<file path="src/rtl/rv_fetch_pkg.sv">
// Shared fetch-stage definitions: FSM encodings, the canonical NOP and PC helpers.
package rv_fetch_pkg;

  typedef enum logic [1:0] {
    FETCH_ST_RESET = 2'd0,
    FETCH_ST_RUN   = 2'd1,
    FETCH_ST_DROP  = 2'd2
  } fetch_state_t;

  // addi x0,x0,0
  localparam logic [31:0] NOP_INSN = 32'h0000_0013;

  function automatic logic [31:0] word_align(input logic [31:0] addr);
    return {addr[31:2], 2'b00};
  endfunction

endpackage

</file>
<file path="src/rtl/rv_fetch_if.sv">
// Fetch-stage bus bundle: imem request/response, decode-facing output and stall/kill/redirect controls.
interface rv_fetch_if;
  logic        f_stall_i;
  logic        f_kill_i;
  logic        x_bra_i;
  logic [31:0] x_bra_target_i;
  logic [31:0] im_addr_o;
  logic        im_rd_o;
  logic [31:0] im_data_i;
  logic        im_valid_i;
  logic [31:0] f_ir_o;
  logic [31:0] f_pc_o;
  logic        f_valid_o;

  modport master (
    input  f_stall_i, f_kill_i, x_bra_i, x_bra_target_i, im_data_i, im_valid_i,
    output im_addr_o, im_rd_o, f_ir_o, f_pc_o, f_valid_o
  );

  modport slave (
    output f_stall_i, f_kill_i, x_bra_i, x_bra_target_i, im_data_i, im_valid_i,
    input  im_addr_o, im_rd_o, f_ir_o, f_pc_o, f_valid_o
  );
endinterface

</file>
<file path="src/rtl/rv_fetch_skid.sv">
// One-entry instruction+pc holding buffer; load/unload take effect on the next edge.
// clr has priority over load, load over unload; the owner guarantees no load while full.
module rv_fetch_skid (
  input  logic        clk_i,
  input  logic        rst_n_i,
  input  logic        load,
  input  logic        unload,
  input  logic        clr,
  input  logic [31:0] in_ir,
  input  logic [31:0] in_pc,
  output logic        full,
  output logic [31:0] out_ir,
  output logic [31:0] out_pc
);

  always_ff @(posedge clk_i) begin
    if (!rst_n_i) begin
      full   <= 1'b0;
      out_ir <= '0;
      out_pc <= '0;
    end else if (clr) begin
      full <= 1'b0;
    end else if (load) begin
      full   <= 1'b1;
      out_ir <= in_ir;
      out_pc <= in_pc;
    end else if (unload) begin
      full <= 1'b0;
    end
  end

endmodule

</file>
<file path="src/rtl/rv_fetch.sv">
// uRV fetch stage: one outstanding imem read, 2-cycle im_rd->f_valid latency, 1 insn/cycle.
// Decode stall freezes outputs, a landing response goes to the skid; redirect beats stall.
module rv_fetch
  import rv_fetch_pkg::*;
#(
  parameter logic [31:0] g_RESET_VECTOR = 32'h0000_0000,
  parameter logic [31:0] g_NOP_INSN     = NOP_INSN
) (
  input logic    clk_i,
  input logic    rst_n_i,
  rv_fetch_if.master bus
);

  fetch_state_t state_q, state_d;
  logic [31:0]  pc_q, pc_d;
  logic [31:0]  fetch_pc_q, fetch_pc_d;
  logic         pend_q, pend_d;
  logic         vld_q, vld_d;
  logic [31:0]  ir_q, ir_d;
  logic [31:0]  opc_q, opc_d;

  logic         resp;
  logic         issue;
  logic         skid_load, skid_unload, skid_clr;
  logic         skid_full;
  logic [31:0]  skid_ir, skid_pc;

  // Responses with nothing outstanding (e.g. left over from before reset) are ignored.
  assign resp  = bus.im_valid_i && pend_q;
  assign issue = (state_q == FETCH_ST_RUN) && (!pend_q || resp) && !skid_full &&
                 !bus.f_stall_i && !bus.x_bra_i;

  assign bus.im_rd_o   = issue;
  assign bus.im_addr_o = issue ? pc_q : 32'h0;
  assign bus.f_valid_o = vld_q;
  assign bus.f_pc_o    = opc_q;
  assign bus.f_ir_o    = vld_q ? ir_q : g_NOP_INSN;

  rv_fetch_skid u_skid (
    .clk_i   (clk_i),
    .rst_n_i (rst_n_i),
    .load    (skid_load),
    .unload  (skid_unload),
    .clr     (skid_clr),
    .in_ir   (bus.im_data_i),
    .in_pc   (fetch_pc_q),
    .full    (skid_full),
    .out_ir  (skid_ir),
    .out_pc  (skid_pc)
  );

  always_ff @(posedge clk_i) begin
    if (!rst_n_i) begin
      state_q    <= FETCH_ST_RESET;
      pc_q       <= g_RESET_VECTOR;
      fetch_pc_q <= '0;
      pend_q     <= 1'b0;
      vld_q      <= 1'b0;
      ir_q       <= g_NOP_INSN;
      opc_q      <= '0;
    end else begin
      state_q    <= state_d;
      pc_q       <= pc_d;
      fetch_pc_q <= fetch_pc_d;
      pend_q     <= pend_d;
      vld_q      <= vld_d;
      ir_q       <= ir_d;
      opc_q      <= opc_d;
    end
  end

  always_comb begin
    state_d     = state_q;
    pc_d        = pc_q;
    fetch_pc_d  = fetch_pc_q;
    pend_d      = pend_q;
    vld_d       = vld_q;
    ir_d        = ir_q;
    opc_d       = opc_q;
    skid_load   = 1'b0;
    skid_unload = 1'b0;
    skid_clr    = 1'b0;

    if (issue) begin
      pc_d       = pc_q + 32'd4;
      fetch_pc_d = pc_q;
      pend_d     = 1'b1;
    end else if (resp) begin
      pend_d = 1'b0;
    end

    case (state_q)
      FETCH_ST_RESET: state_d = FETCH_ST_RUN;

      FETCH_ST_RUN, FETCH_ST_DROP: begin
        if (bus.x_bra_i) begin
          pc_d     = word_align(bus.x_bra_target_i);
          vld_d    = 1'b0;
          skid_clr = 1'b1;
          // A read still in flight must be swallowed before the target is fetched.
          if (pend_q && !bus.im_valid_i) begin
            state_d = FETCH_ST_DROP;
          end else begin
            pend_d  = 1'b0;
            state_d = FETCH_ST_RUN;
          end
        end else if (state_q == FETCH_ST_DROP) begin
          vld_d = 1'b0;
          if (resp) state_d = FETCH_ST_RUN;
        end else if (bus.f_kill_i) begin
          vld_d    = 1'b0;
          skid_clr = 1'b1;
        end else if (!bus.f_stall_i) begin
          if (skid_full) begin
            vld_d       = 1'b1;
            ir_d        = skid_ir;
            opc_d       = skid_pc;
            skid_unload = 1'b1;
          end else if (resp) begin
            vld_d = 1'b1;
            ir_d  = bus.im_data_i;
            opc_d = fetch_pc_q;
          end else begin
            vld_d = 1'b0;
          end
        end else if (resp) begin
          skid_load = 1'b1;
        end
      end

      default: state_d = FETCH_ST_RESET;
    endcase
  end

endmodule

</file>
<file path="src/flat_wrapper.sv">
// flat-port wrapper written by rule: the top's interface ports become plain ports
module rv_fetch_flat import rv_fetch_pkg::*;
#(
  parameter logic [31:0] g_RESET_VECTOR = 32'h0000_0000,
  parameter logic [31:0] g_NOP_INSN     = NOP_INSN
)
  (clk_i, rst_n_i, bus_f_stall_i, bus_f_kill_i, bus_x_bra_i, bus_x_bra_target_i, bus_im_data_i, bus_im_valid_i, bus_im_addr_o, bus_im_rd_o, bus_f_ir_o, bus_f_pc_o, bus_f_valid_o);
  rv_fetch_if bus_i ();
  input logic clk_i;
  input logic rst_n_i;
  input wire logic [$bits(bus_i.f_stall_i)-1:0] bus_f_stall_i;
  input wire logic [$bits(bus_i.f_kill_i)-1:0] bus_f_kill_i;
  input wire logic [$bits(bus_i.x_bra_i)-1:0] bus_x_bra_i;
  input wire logic [$bits(bus_i.x_bra_target_i)-1:0] bus_x_bra_target_i;
  input wire logic [$bits(bus_i.im_data_i)-1:0] bus_im_data_i;
  input wire logic [$bits(bus_i.im_valid_i)-1:0] bus_im_valid_i;
  output wire logic [$bits(bus_i.im_addr_o)-1:0] bus_im_addr_o;
  output wire logic [$bits(bus_i.im_rd_o)-1:0] bus_im_rd_o;
  output wire logic [$bits(bus_i.f_ir_o)-1:0] bus_f_ir_o;
  output wire logic [$bits(bus_i.f_pc_o)-1:0] bus_f_pc_o;
  output wire logic [$bits(bus_i.f_valid_o)-1:0] bus_f_valid_o;
  assign bus_i.f_stall_i = bus_f_stall_i;
  assign bus_i.f_kill_i = bus_f_kill_i;
  assign bus_i.x_bra_i = bus_x_bra_i;
  assign bus_i.x_bra_target_i = bus_x_bra_target_i;
  assign bus_i.im_data_i = bus_im_data_i;
  assign bus_i.im_valid_i = bus_im_valid_i;
  assign bus_im_addr_o = bus_i.im_addr_o;
  assign bus_im_rd_o = bus_i.im_rd_o;
  assign bus_f_ir_o = bus_i.f_ir_o;
  assign bus_f_pc_o = bus_i.f_pc_o;
  assign bus_f_valid_o = bus_i.f_valid_o;
  rv_fetch #(.g_RESET_VECTOR(g_RESET_VECTOR), .g_NOP_INSN(g_NOP_INSN)) u_core (.clk_i(clk_i), .rst_n_i(rst_n_i), .bus(bus_i));
endmodule
</file>
<file path="config.mk">
export PLATFORM = sky130hd
export DESIGN_NAME = rv_fetch_flat
export DESIGN_NICKNAME = d
export VERILOG_FILES = /design/src/rtl/rv_fetch_pkg.sv /design/src/rtl/rv_fetch_if.sv /design/src/rtl/rv_fetch_skid.sv /design/src/rtl/rv_fetch.sv /design/src/flat_wrapper.sv
export SDC_FILE = /design/constraint.sdc
export NUM_CORES = 1
export LEC_CHECK = 0
export ABC_AREA = 1
export ABC_CLOCK_PERIOD_IN_PS = 4300
export CAP_MARGIN = 40
export CORE_UTILIZATION = 58
export CTS_BUF_LIST = sky130_fd_sc_hd__clkbuf_4
export CTS_CLUSTER_DIAMETER = 60
export DETAILED_ROUTE_END_ITERATION = 12
export PLACE_DENSITY = 0.91
export SETUP_SLACK_MARGIN = 0.1
export SKIP_LAST_GASP = 1
export SLEW_MARGIN = 20
export SYNTH_ARGS = -nofsm -noshare
export SYNTH_HDL_FRONTEND = slang
export SYNTH_SLANG_ARGS = --single-unit
export TNS_END_PERCENT = 1
</file>
<file path="constraint.sdc">
create_clock -name clk_i -period 4.3 [get_ports clk_i]
set_input_delay 0.43 -clock clk_i [delete_from_list [all_inputs] [get_ports clk_i]]
set_output_delay 0.43 -clock clk_i [all_outputs]
set_load 0.005 [all_outputs]
</file>
-- Word-level counts from Yosys, hierarchy flattened
Index checks and enable logic that the tools add are counted.
- eq/ne operators: 5
- reduce and logical (&&, ||, !) cells: 21
- muxes and demuxes: 42
- bitwise gates (word level): 6
- add/sub/neg operators: 1
- operator list (operator ; number):
    32-bit 2-to-1 mux ; 9
    32-bit by 3-bit adder with 32-bit output (second input constant) ; 1
    1-bit 2-to-1 mux ; 28
    2-bit 2-to-1 mux ; 4
    1-bit logical AND ; 6
    3-bit by 2-bit != test with 1-bit output (second input constant) ; 2
    1-bit NOT ; 6
    2-bit AND reduction ; 3
    6-bit AND reduction ; 1
    1-bit logical NOT ; 5
    4-bit by 1-bit != test with 1-bit output (second input constant) ; 1
    2-bit case mux with 2 select lines ; 1
    2-bit nonzero test ; 2
    2-bit OR reduction ; 2
    2-bit by 1-bit == test with 1-bit output (second input constant) ; 1
    2-bit == test (second input constant) ; 1
    2-bit logical NOT ; 1
    1-bit logical OR ; 1
- register bits: 197
- logic and storage cells: 85
- bits of input ports: 70
- output and inout bits: 98

-- Logic depth before layout (Yosys ltp)
Gate-level depths: netlist of the first run.
- depth after elaboration: 10
- gate-level depth with buffers: 13
- depth with buffers taken out: 11

-- Modules after synthesis
Synthesis of the first run repeated with hierarchy kept, for this count alone.
- cell total of the unflattened synthesis: 1440
- area, all modules: 9550.4 um^2
- modules (own cells, without submodules) (module ; times used ; seq. area each (um^2) ; area each (um^2) ; cells each):
    rv_fetch ; 1 ; 2562.5 ; 6725.2 ; 1021
    rv_fetch_skid ; 1 ; 1301.2 ; 2825.2 ; 419

-- Worst setup path after synthesis of the first run
No wires, ideal clock.
- path kind: flip-flop to output port
- from: reg u_core.state_q[1]
- to: out bus_im_addr_o[2]
- path buffers: 2
- slack: 2.511 ns
- data arrival time: 1.359 ns
- cell stages (with the launch flop): 10
- data required time: 3.870 ns
- cell sequence: dfxtp_1 inv_1 ha_1 inv_1 nor2_4 nand3_2 buf_6 inv_2 buf_2 ha_1
- cells in the longest elaborated chain, start to end: 6
- RTL lines (item ; RTL line ; text):
    start: declaration ; rv_fetch.sv:14 ; fetch_state_t state_q, state_d;
    start signal: assignment ; rv_fetch.sv:62 ; state_q <= state_d;
    2-bit by 1-bit == test with 1-bit output ; rv_fetch.sv:30 ; assign issue = (state_q == FETCH_ST_RUN) && (!pend_q || resp) && !skid_full &&
    1-bit logical AND (3 in series) ; rv_fetch.sv:30 ;
    1-bit logical AND ; rv_fetch.sv:31 ; !bus.f_stall_i && !bus.x_bra_i;
    named net bus_im_rd_o ; flat_wrapper.sv:18 ; output wire logic [$bits(bus_i.im_rd_o)-1:0] bus_im_rd_o;
    32-bit 2-to-1 mux ; rv_fetch.sv:34 ; assign bus.im_addr_o = issue ? pc_q : 32'h0;
    end: declaration ; flat_wrapper.sv:17 ; output wire logic [$bits(bus_i.im_addr_o)-1:0] bus_im_addr_o;
The timed path passes the listed nets, and every way through them passes these cells.

-- Worst setup path after layout of the first run
- from: reg u_core.state_q[1]
- to: out bus_im_addr_o[14]
- cells in the longest elaborated chain, start to end: 6
- RTL lines (item ; RTL line):
    2-bit by 1-bit == test with 1-bit output ; rv_fetch.sv:30
    1-bit logical AND (3 in series) ; rv_fetch.sv:30
    1-bit logical AND ; rv_fetch.sv:31
    32-bit 2-to-1 mux ; rv_fetch.sv:34
No other way between the ends.

==> metrics.md, run 1 <==
| Metric | Value |
|---|---|
| Outcome | finished, final reports clean |
| # rows | 44 |
| Max Used Layer | met4 |
| H-tree Lvls | 4 |
| P&R area growth vs syn | 21.61% |
| Routed wire length | about 21000 microns |
| Synth Area in Compound Gates | 18.76% |
| Initial DRT Pass Iterations | 5 |
| First-pass GRT wire length | around 36000 microns |
| Synth Area in Adders | 1.006% |
| Min cycle time layout | 3.174 ns |
| #FFs+latches synth | 189 |
| Critical path class | reg -> out |
| Final period util | 73.81% |
| Clock skew | 0.01835 ns |
| Util after Layout | slightly above 70% |
| CTS Root Cell | clkbuf_4 |
| Number of setup buffers added after CTS | 0 |
| CTS tree | built |
| TritonCTS Sinks | between 150 and 200 |
| Routability cong. | slightly above 0.9 |
| Cts hold-fix bufs | 0 |
| Ys Warns | 0 |
| Met2 Wirelength | 10120 microns |
| Hold Crit Class | in -> reg |
| Slack of the critical path | 1.126 ns |
| Leakage power | between 4 and 5 nW |
| Die area | 15510 sq um |
| Via Count | around 8400 |
| Post-CTS sizing | 0 |
| Final hold vios | 0 |
| Final Max Tran Viols | 0 |
| Critical path arrival | approximately 2.7 ns |
| Pin count of the biggest net entering global routing | 99 |
| R2R cell count | 9 |
| Worst setup SP type | flop |
| Max incr delay on CP | 0.51 ns |
| I/O Pins | about 170 |
| Relative slew slack | 45.37% |
| Max-cap viol count | 0 |
| Commonest non-fill, non-tap cell in the layout | nand2_1 |
| IO Port Bufs | 161 |
| M1 wire length | 9518 microns |
| DP Wirelength | 14510 microns |
| Setup crit end kind | output port |
| Post-Synthesis Cells | 1259 |
| Met3 WL | 1291 microns |
| Clk buf depth | 2 |
| Drt via density | 5.343 |
| CP dominant cell by count | inv_1 |
| CTS Buf Count | 17 |
| Routed Antenna Nets | 0 |
| Sequential share of the synthesized area | 43.44% |
| Yosys top cell area share | a little over two fifths |
| Die Width | 124.5 microns |
| Fin Setup TNS | 0 ns |
| Total GRT Usage | 27.90% |
| Initial DRC count | roughly 940 |
| Maximum fanout along the worst path | 46 |
| Die Ht | 124.5 microns |
| Netlist cell types | 32 |
| Post-route DRC | 0 |
| Vias in the first global route | between 7000 and 8000 |
| Fin Hold WS | 0.3431 ns |
| Initial antenna violation count | 1 |
| Clk_lat worst skew | 0.57 ns |
| Post-synthesis simple-gate area fraction | 23.83% |
| Total Nets Final | 1449 |
| Syn Std Cell Area | approximately 8700 sq um |
| Initial core utilization | 59.70% |
| Synth Area in XOR/XNOR | 0.4022% |
| Most frequent cells in the layout | 268 x nand2_1, 188 x dfxtp_1, 172 x inv_1 |
| VDD IR max | between 0.15 and 0.2 mV |
| Cell taking the most area after synthesis | dfxtp_1 |
| Combinational family with the most area after synthesis | simple AND/OR/NAND/NOR gates |
| Mux cell area share after synthesis | 0% |
| Grt ovf | 0 |
| Worst Tran Pin Value | roughly 0.82 ns |
| Reg clk slew, reported paths | 0.15 ns |
| RSZ-0062 raised after global routing | false |
| Crit path cell chain | inv_1, ha_1, inv_1, nor2_4, nand3_2, buf_4, nor2_1, clkdlybuf4s50_1 |
| Pre-CTS WS | approximately 1.4 ns |
| Top cells by area, synth | dfxtp_1 43%, nand2_1 12%, o21ai_0 7.6% |
| CP required | 3.87 ns |
| Final setup fails | 0 |
| CORE AREA | 14590 sq um |
| Hold depth | 2 |
| Power Dens Cells | 290.4 nW/um^2 |
| Share of cells above drive strength 1 | 4.917% |
| WL per Instance | 13.65 microns |
| Slowest CP cell | buf_4 |
| Mean Syn Cell Area | slightly below 7 sq um |
| Max Fclk | around 320 MHz |
metrics by stage:
stage	cell area (sq um)	power [mW]	std cells
after global placement	10240	2.170	1532
after detailed placement	10300	2.184	1536
final	10590	3.076	1568
after CTS	10560	3.078	1566
after floorplan	8721	2.056	1262
after global routing	10590	3.205	1568
state kept, by name, summed over array words and instances (netlist names):
name                  flops
u_core.ir_q              32
u_core.u_skid.out_ir     32
u_core.bus.f_pc_o        30
u_core.fetch_pc_q        30
u_core.pc_q              30
u_core.u_skid.out_pc     30
u_core.state_q            2
u_core.bus.f_valid_o      1
u_core.pend_q             1
u_core.u_skid.full        1
logic make-up after synthesis:
kind of cell               count (synthesis)
xor gates and xnor gates                   4
adders and majority gates                  7
other                                      1
DFF                                      189
buffers and inverters                    264
AOI/OAI and AO/OA                        295
and+or+nand+nor                          499
per-layer routing:
metal / global-route usage [%] / vias to the layer above
li1: - / 4233
met1: 36.92 / 3777
met2: 45.56 / 326
met3: 4.510 / 42
met4: 10.70 / 0
met5: 0 / -
critical path: cells and delay by family, from the launching register on:
family        cells  cell delay (ns)
buf+inv           4             1.20
flops             1             0.41
simple gates      3             0.35
fa+ha+maj         1             0.19
report_power, final:
| part | internal, mW | switching [mW] | leakage, nW |
|---|---|---|---|
| clock network | 0.339 | 0.578 | 0.129 |
| logic | 0.142 | 0.182 | 2.86 |
| registers | 1.79 | 0.0432 | 1.53 |
cell type report:
cell class | instances | area (sq um)
Fill cell | 1168 | 3998
Multi-Input combinational cell | 809 | 3847
Sequential cell | 189 | 3785
Timing Repair Buffer | 174 | 1787
Inverter | 181 | 679.4
Tap cell | 184 | 230.2
Clock buffer | 18 | 135.1
Clock inverter | 12 | 125.1
Antenna cell | 1 | 2.502
worst paths after layout:
path                                             start  slack, ns                                    end
setup / recovery        u_core.state_q[1]$_SDFFE_PN0P_       1.13                      bus_im_addr_o[14]
setup reg to reg        u_core.state_q[0]$_SDFFE_PN0P_       1.66  u_core.u_skid.out_ir[25]$_SDFFE_PN0P_
hold reg to reg   u_core.u_skid.out_ir[3]$_SDFFE_PN0P_       0.47            u_core.ir_q[3]$_SDFFE_PN0P_
hold / removal                                 rst_n_i       0.34      u_core.fetch_pc_q[4]$_SDFFE_PN0N_
synth_stat cells (all sizes together):
library cell	number
o211ai	8
o21bai	1
o21a	23
nor4	2
conb	1
a31o	1
a21oi	67
nand2	269
a31oi	59
nand4	16
xor2	4
nor3	4
ha	7
inv	180
o21ai	136
buf	52
nand3	50
dfxtp	189
clkbuf	31
nor2	157
clkinv	1
and2	1
Power figures use the tool's default switching activity.
==> inputs of run 2 (changes only) <==
ABC_CLOCK_PERIOD_IN_PS = 2900   (was 4300)
CORE_UTILIZATION = 49   (was 58)
PLACE_DENSITY = 0.82   (was 0.91)
clock period = 2.9 ns   (was 4.3 ns; I/O delays follow)
==> run 2 against run 1 <==
Compared with the run above:
- core utilization is 11 points lower
- non-clock buffer count increased by 2
- clock-buffer cell count did not move
- clock power up 67%
- combinational power up 52%
- routed wire length rose by 1.8%
- flip-flop and latch count stayed put
- final cell count rose by 2.8%
- critical endpoint is now bus_im_addr_o[29]
==> metrics.md, run 2 (synthesis results as in run 1) <==
| Metric | Value |
|---|---|
| Maximum fanout along the worst path | 22 |
| IO Port Bufs | 161 |
| Most frequent cells in the layout | 267 x nand2_1, 187 x dfxtp_1, 172 x inv_1 |
| CTS tree | built |
| R2R cell count | 9 |
| Final period util | a little over nine tenths |
| Clk buf depth | 2 |
| Power Dens Cells | roughly 440 nW/um^2 |
| Critical R2R Launch | u_core.state_q[1]$_SDFFE_PN0P_ |
| Die Width | 135.3 microns |
| Critical path arrival | 2.56 ns |
| HP Start | rst_n_i |
| Routability cong. | approximately 0.89 |
| Final hold vios | 0 |
| Max-cap viol count | 0 |
| Grt ovf | 0 |
| Post-route cell area | 10720 sq um |
| Final setup fails | 0 |
| Initial DRC count | 606 |
| Slowest CP cell | clkdlybuf4s50_1 |
| Setup crit end kind | output port |
| R2R Setup Slk | 0.75 ns |
| RSZ-0062 raised after global routing | true |
| Hold depth | 2 |
| Reg-to-reg critical path endpoint | u_core.u_skid.out_ir[27]$_SDFFE_PN0P_ |
| Outcome | finished, final reports clean |
| Leakage power | ~4.6 nW |
| CP top delay family | buffers and inverters |
| Drt via density | 5.105 |
| Vias in the first global route | around 7400 |
| Share of cells above drive strength 1 | 6.200% |
| Initial antenna violation count | 0 |
| Max Fclk | 351.4 MHz |
| Pin count of the biggest net entering global routing | 125 |
| Crit path cell chain | inv_1, ha_1, inv_1, nor2_4, nand3_4, buf_12, nor2_1, clkdlybuf4s50_1 |
| Max incr delay on CP | 0.54 ns |
| Total Nets Final | about 1500 |
| CTS Root Cell | clkbuf_4 |
| Die area | 18310 sq um |
| Initial DRT Pass Iterations | 5 |
| Die Ht | ~140 microns |
| H-tree Lvls | 4 |
| Routed Antenna Nets | 0 |
| Critical path class | reg -> out |
| CTS Buf Count | 17 |
| WL per Instance | 13.51 microns |
| Min cycle time layout | ~2.8 ns |
| Relative slew slack | 55.78% |
| Clk_lat worst skew | slightly below 0.6 ns |
| I/O Pins | roughly 170 |
| CP dominant cell by count | inv_1 |
| Worst setup SP type | flop |
| Ant diodes | 0 |
| Commonest non-fill, non-tap cell in the layout | nand2_1 |
| Util after Layout | 61.75% |
| WHS Endpoint | u_core.ir_q[4]$_SDFFE_PN1P_ |
| Reg clk slew, reported paths | 0.15 ns |
| VDD IR max | about 0.24 mV |
| Leading registers by flop count | u_core.ir_q: 32 flops, u_core.u_skid.out_ir: 32 flops |
| First-pass GRT wire length | 35910 microns |
| CP Buf/Inv Count | 4 |
| Hold Crit Class | in -> reg |
| Clock skew | ~0.011 ns |
| Initial core utilization | about 50% |
| CORE AREA | about 17000 sq um |
| Total GRT Usage | 24.41% |
| Via Count | 8229 |
| P&R area growth vs syn | 23.06% |
| TritonCTS Sinks | 189 |
| Post-route DRC | 0 |
| DP Wirelength | around 15000 microns |
| Post-DP Area | 10360 sq um |
| CP required | 2.61 ns |
| # rows | 48 |
| Worst Tran Pin Value | 0.6633 ns |
| Final Max Tran Viols | 0 |
| Routed wire length | 21790 microns |
-- run 2: changes by cell type in the layout (fill, tap and decap cells not counted), sizes merged --
| cell | delta |
|---|---|
| inv | +2 |
| buf | +2 |
| clkinv | +3 |
| bufinv | +1 |
| clkinvlp | -4 |
| diode | -1 |
-- run 2: cell type report --
type	instances	area, sq um
inverter	181	683.2
multi-input combinational	809	3890
timing repair buffer	176	1775
clock buffer	18	135.1
fill	1584	6639
clock inverter	14	166.4
tap	225	281.5
sequential	189	3786
-- run 2: worst max path at each step --
stage / start / cells after the start / to / slack [ns]
6_report: u_core.state_q[1]$_SDFFE_PN0P_ / 8 / bus_im_addr_o[29] / 0.05
5_1_grt: u_core.state_q[1]$_SDFFE_PN0P_ / 8 / bus_im_addr_o[29] / -0.05
4_1_cts: u_core.state_q[1]$_SDFFE_PN0P_ / 8 / bus_im_addr_o[19] / 0.03
3_5_place_dp: bus_f_stall_i / 6 / bus_im_addr_o[17] / 0.31
3_3_place_gp: bus_f_stall_i / 6 / bus_im_addr_o[17] / 0.31
2_1_floorplan: u_core.state_q[0]$_SDFFE_PN0P_ / 8 / u_core.pc_q[5]$_SDFF_PN0_ / 1.20
-- run 2: what timing repair did --
| item | in CTS | in global routing |
|---|---|---|
| endpoints found under the setup margin | 31 | 28 |
| pin swaps | 0 | 0 |
| resized for setup | 2 | 15 |
| hold buffers | 0 | 0 |
| buffers inserted | 0 | 1 |
-- run 2: metrics by stage --
step	TNS, ns	cells	power [mW]	hold WS, ns	worst slack, ns
floorplan	0	1262	3.049	0.4176	1.203
detailed placement	0	1579	3.251	0.4606	0.3121
finish	0	1612	4.740	0.1085	0.05445
global placement	0	1579	3.244	0.4541	0.3083
CTS	0	1611	4.759	0.06887	0.03362
global route	-0.3340	1612	4.937	0.1043	-0.05011
-- run 2: report_power, final --
part / internal (mW) / total, mW / switching (mW)
registers: 2.66 / 2.72 / 0.0635
clock network: 0.610 / 1.53 / 0.916
logic: 0.214 / 0.492 / 0.278
-- run 2: per-layer routing --
layer	part of all wire, %	track usage [%]	up-vias
li1	-	-	4240
met1	46	33.36	3687
met2	46	38.77	268
met3	5.7	3.591	34
met4	2.2	9.301	0
met5	0	0	-
==> inputs of run 3 (changes only) <==
TNS_END_PERCENT = 100   (was 1)
==> run 3 against run 2 <==
Compared with the run above:
- final cell count up 0.31%
- die area did not move
- setup slack gained 0.097 ns
- via count is 1.2% higher
- core utilization grew 0.63 points
- combinational power is 4% higher
- register-to-register slack improved by 0.03 ns
- critical path type unchanged
- largest power group unchanged
==> metrics.md, run 3 (synthesis results as in run 1) <==
| Metric | Value |
|---|---|
| HP Start | rst_n_i |
| Clk buf depth | 2 |
| Vias in the first global route | 7406 |
| IO Port Bufs | between 150 and 200 |
| Worst setup SP type | flop |
| Post-route DRC | 0 |
| Initial DRT Pass Iterations | 5 |
| Min cycle time layout | 2.749 ns |
| Crit path cell chain | inv_1, ha_1, inv_1, nor2_4, nand3_4, buf_6, nor2_1, clkdlybuf4s50_1 |
| Final setup fails | 0 |
| Commonest non-fill, non-tap cell in the layout | nand2_1 |
| CTS Root Cell | clkbuf_4 |
| FILL cells | between 1500 and 2000 |
| Routed wire length | 21820 microns |
| Outcome | finished, final reports clean |
| Die Width | 135.3 microns |
| Critical R2R Launch | u_core.state_q[0]$_SDFFE_PN0P_ |
| Cts hold-fix bufs | 0 |
| Initial core utilization | 50.18% |
| I/O Pins | 168 |
| Total Nets Final | 1456 |
| Final Max Tran Viols | 0 |
| Share of cells above drive strength 1 | 7.040% |
| Slack of the critical path | 0.1514 ns |
| Clk_lat worst skew | 0.59 ns |
| Fin Setup TNS | 0 ns |
| CTS tree | built |
| Routability cong. | 0.8903 |
| First-pass GRT wire length | about 36000 microns |
| Ant diodes | 0 |
| CP dominant cell by count | inv_1 |
| Pre-CTS WS | between 0.3 and 0.4 ns |
| CP required | approximately 2.6 ns |
| Slowest CP cell | clkdlybuf4s50_1 |
| Initial antenna violation count | 0 |
| Util after Layout | 62.38% |
| Routed Antenna Nets | 0 |
| Max incr delay on CP | about 0.53 ns |
| CORE AREA | 17360 sq um |
| Grt ovf | 0 |
| Relative slew slack | 55.43% |
| DP Wirelength | 14660 microns |
| P&R area growth vs syn | 24.32% |
| Most frequent cells in the layout | 267 x nand2_1, 186 x dfxtp_1, 172 x inv_1 |
| WL per Instance | ~13 microns |
| R2R Setup Slk | slightly below 0.8 ns |
| Total GRT Usage | 24.43% |
| Max Fclk | approximately 360 MHz |
| TritonCTS Sinks | 189 |
| Die Ht | ~140 microns |
| CP top delay family | buffers and inverters |
| Power Dens Cells | 439.5 nW/um^2 |
| Reg clk slew, reported paths | approximately 0.15 ns |
| Max-cap viol count | 0 |
| Leading registers by flop count | u_core.ir_q: 32 flops, u_core.u_skid.out_ir: 32 flops |
| Drt via density | 5.151 |
| Pin count of the biggest net entering global routing | approximately 130 |
| Worst Tran Pin Value | about 0.67 ns |
| Final period util | a little over nine tenths |
| Maximum fanout along the worst path | 18 |
| Leakage power | 4.614 nW |
| Final hold vios | 0 |
| H-tree Lvls | 4 |
| VDD IR max | 0.2403 mV |
| Via Count | 8329 |
| Die area | approximately 18000 sq um |
| Setup crit end kind | output port |
| Clock skew | about 0.012 ns |
| CP Buf/Inv Count | 4 |
| Critical Path Source | u_core.state_q[1]$_SDFFE_PN0P_ |
| RSZ-0062 raised after global routing | true |
| Initial DRC count | 611 |
| Hold Crit Class | in -> reg |
| # rows | 48 |
| Critical path class | reg -> out |
| Critical path arrival | 2.46 ns |
| CTS Buf Count | 17 |
==> run 3: cell types whose count changed in the layout (fill, tap and decap cells not counted), sizes merged <==
cell,previous run,this run
inv,182,181
clkbuf,18,19
buf,16,20
dlymetal6s2s,0,1
clkinv,9,10
clkdlybuf4s50,160,159
==> run 3: layout make-up <==
class                           count  area, sq um  area share, %
Multi-Input combinational cell    809         3930          36.30
Sequential cell                   189         3787          34.98
Timing Repair Buffer              181         1846          17.04
Inverter                          181        681.9          6.298
Tap cell                          225        281.5          2.600
Clock inverter                     14        166.4          1.537
Clock buffer                       18        135.1          1.248
==> run 3: final timing paths <==
path                                                         endpoint  cells after the start
worst min register to register     u_core.bus.f_pc_o[17]$_SDFFE_PN0P_                      2
worst min-delay path                      u_core.ir_q[4]$_SDFFE_PN1P_                      2
worst max-delay path                                 bus_im_addr_o[4]                      8
worst max register to register  u_core.u_skid.out_ir[17]$_SDFFE_PN0P_                      9
==> run 3: report_power, final <==
group | switching (mW) | internal [mW]
Sequential | 0.0632 | 2.66
Combinational | 0.287 | 0.224
Clock | 0.916 | 0.610
Total | 1.27 | 3.49
==> run 3: stage by stage <==
stage / hold WS [ns] / power [mW] / instance area [sq um] / instances
floorplan: 0.4176 / 3.049 / 8721 / 1262
global placement: 0.4541 / 3.244 / 10360 / 1579
detailed placement: 0.4606 / 3.251 / 10360 / 1579
CTS: 0.06887 / 4.765 / 10700 / 1613
global route: 0.1016 / 4.957 / 10830 / 1617
finish: 0.1085 / 4.758 / 10830 / 1617
==> run 3: per-layer routing <==
metal	vias to the layer above	global-route usage [%]	wire, microns
met2	292	38.89	10040
met3	34	3.591	1351
met4	0	9.301	491
met5	-	0	0
met1	3752	33.34	9927
li1	4251	-	-
==> run 3: what timing repair did <==
item,4_1_cts,5_1_grt
cloned,0,1
endpoints found under the setup margin,31,31
buffers inserted,2,3
resized for setup,3,26
==> run 3: worst register-to-register path: cells and delay by family (launching register included) <==
kind / cells / cell delay (ns)
compound gates: 2 / 0.32
flops: 1 / 0.40
buf+inv: 4 / 0.66
fa+ha+maj: 1 / 0.38
simple gates: 2 / 0.31
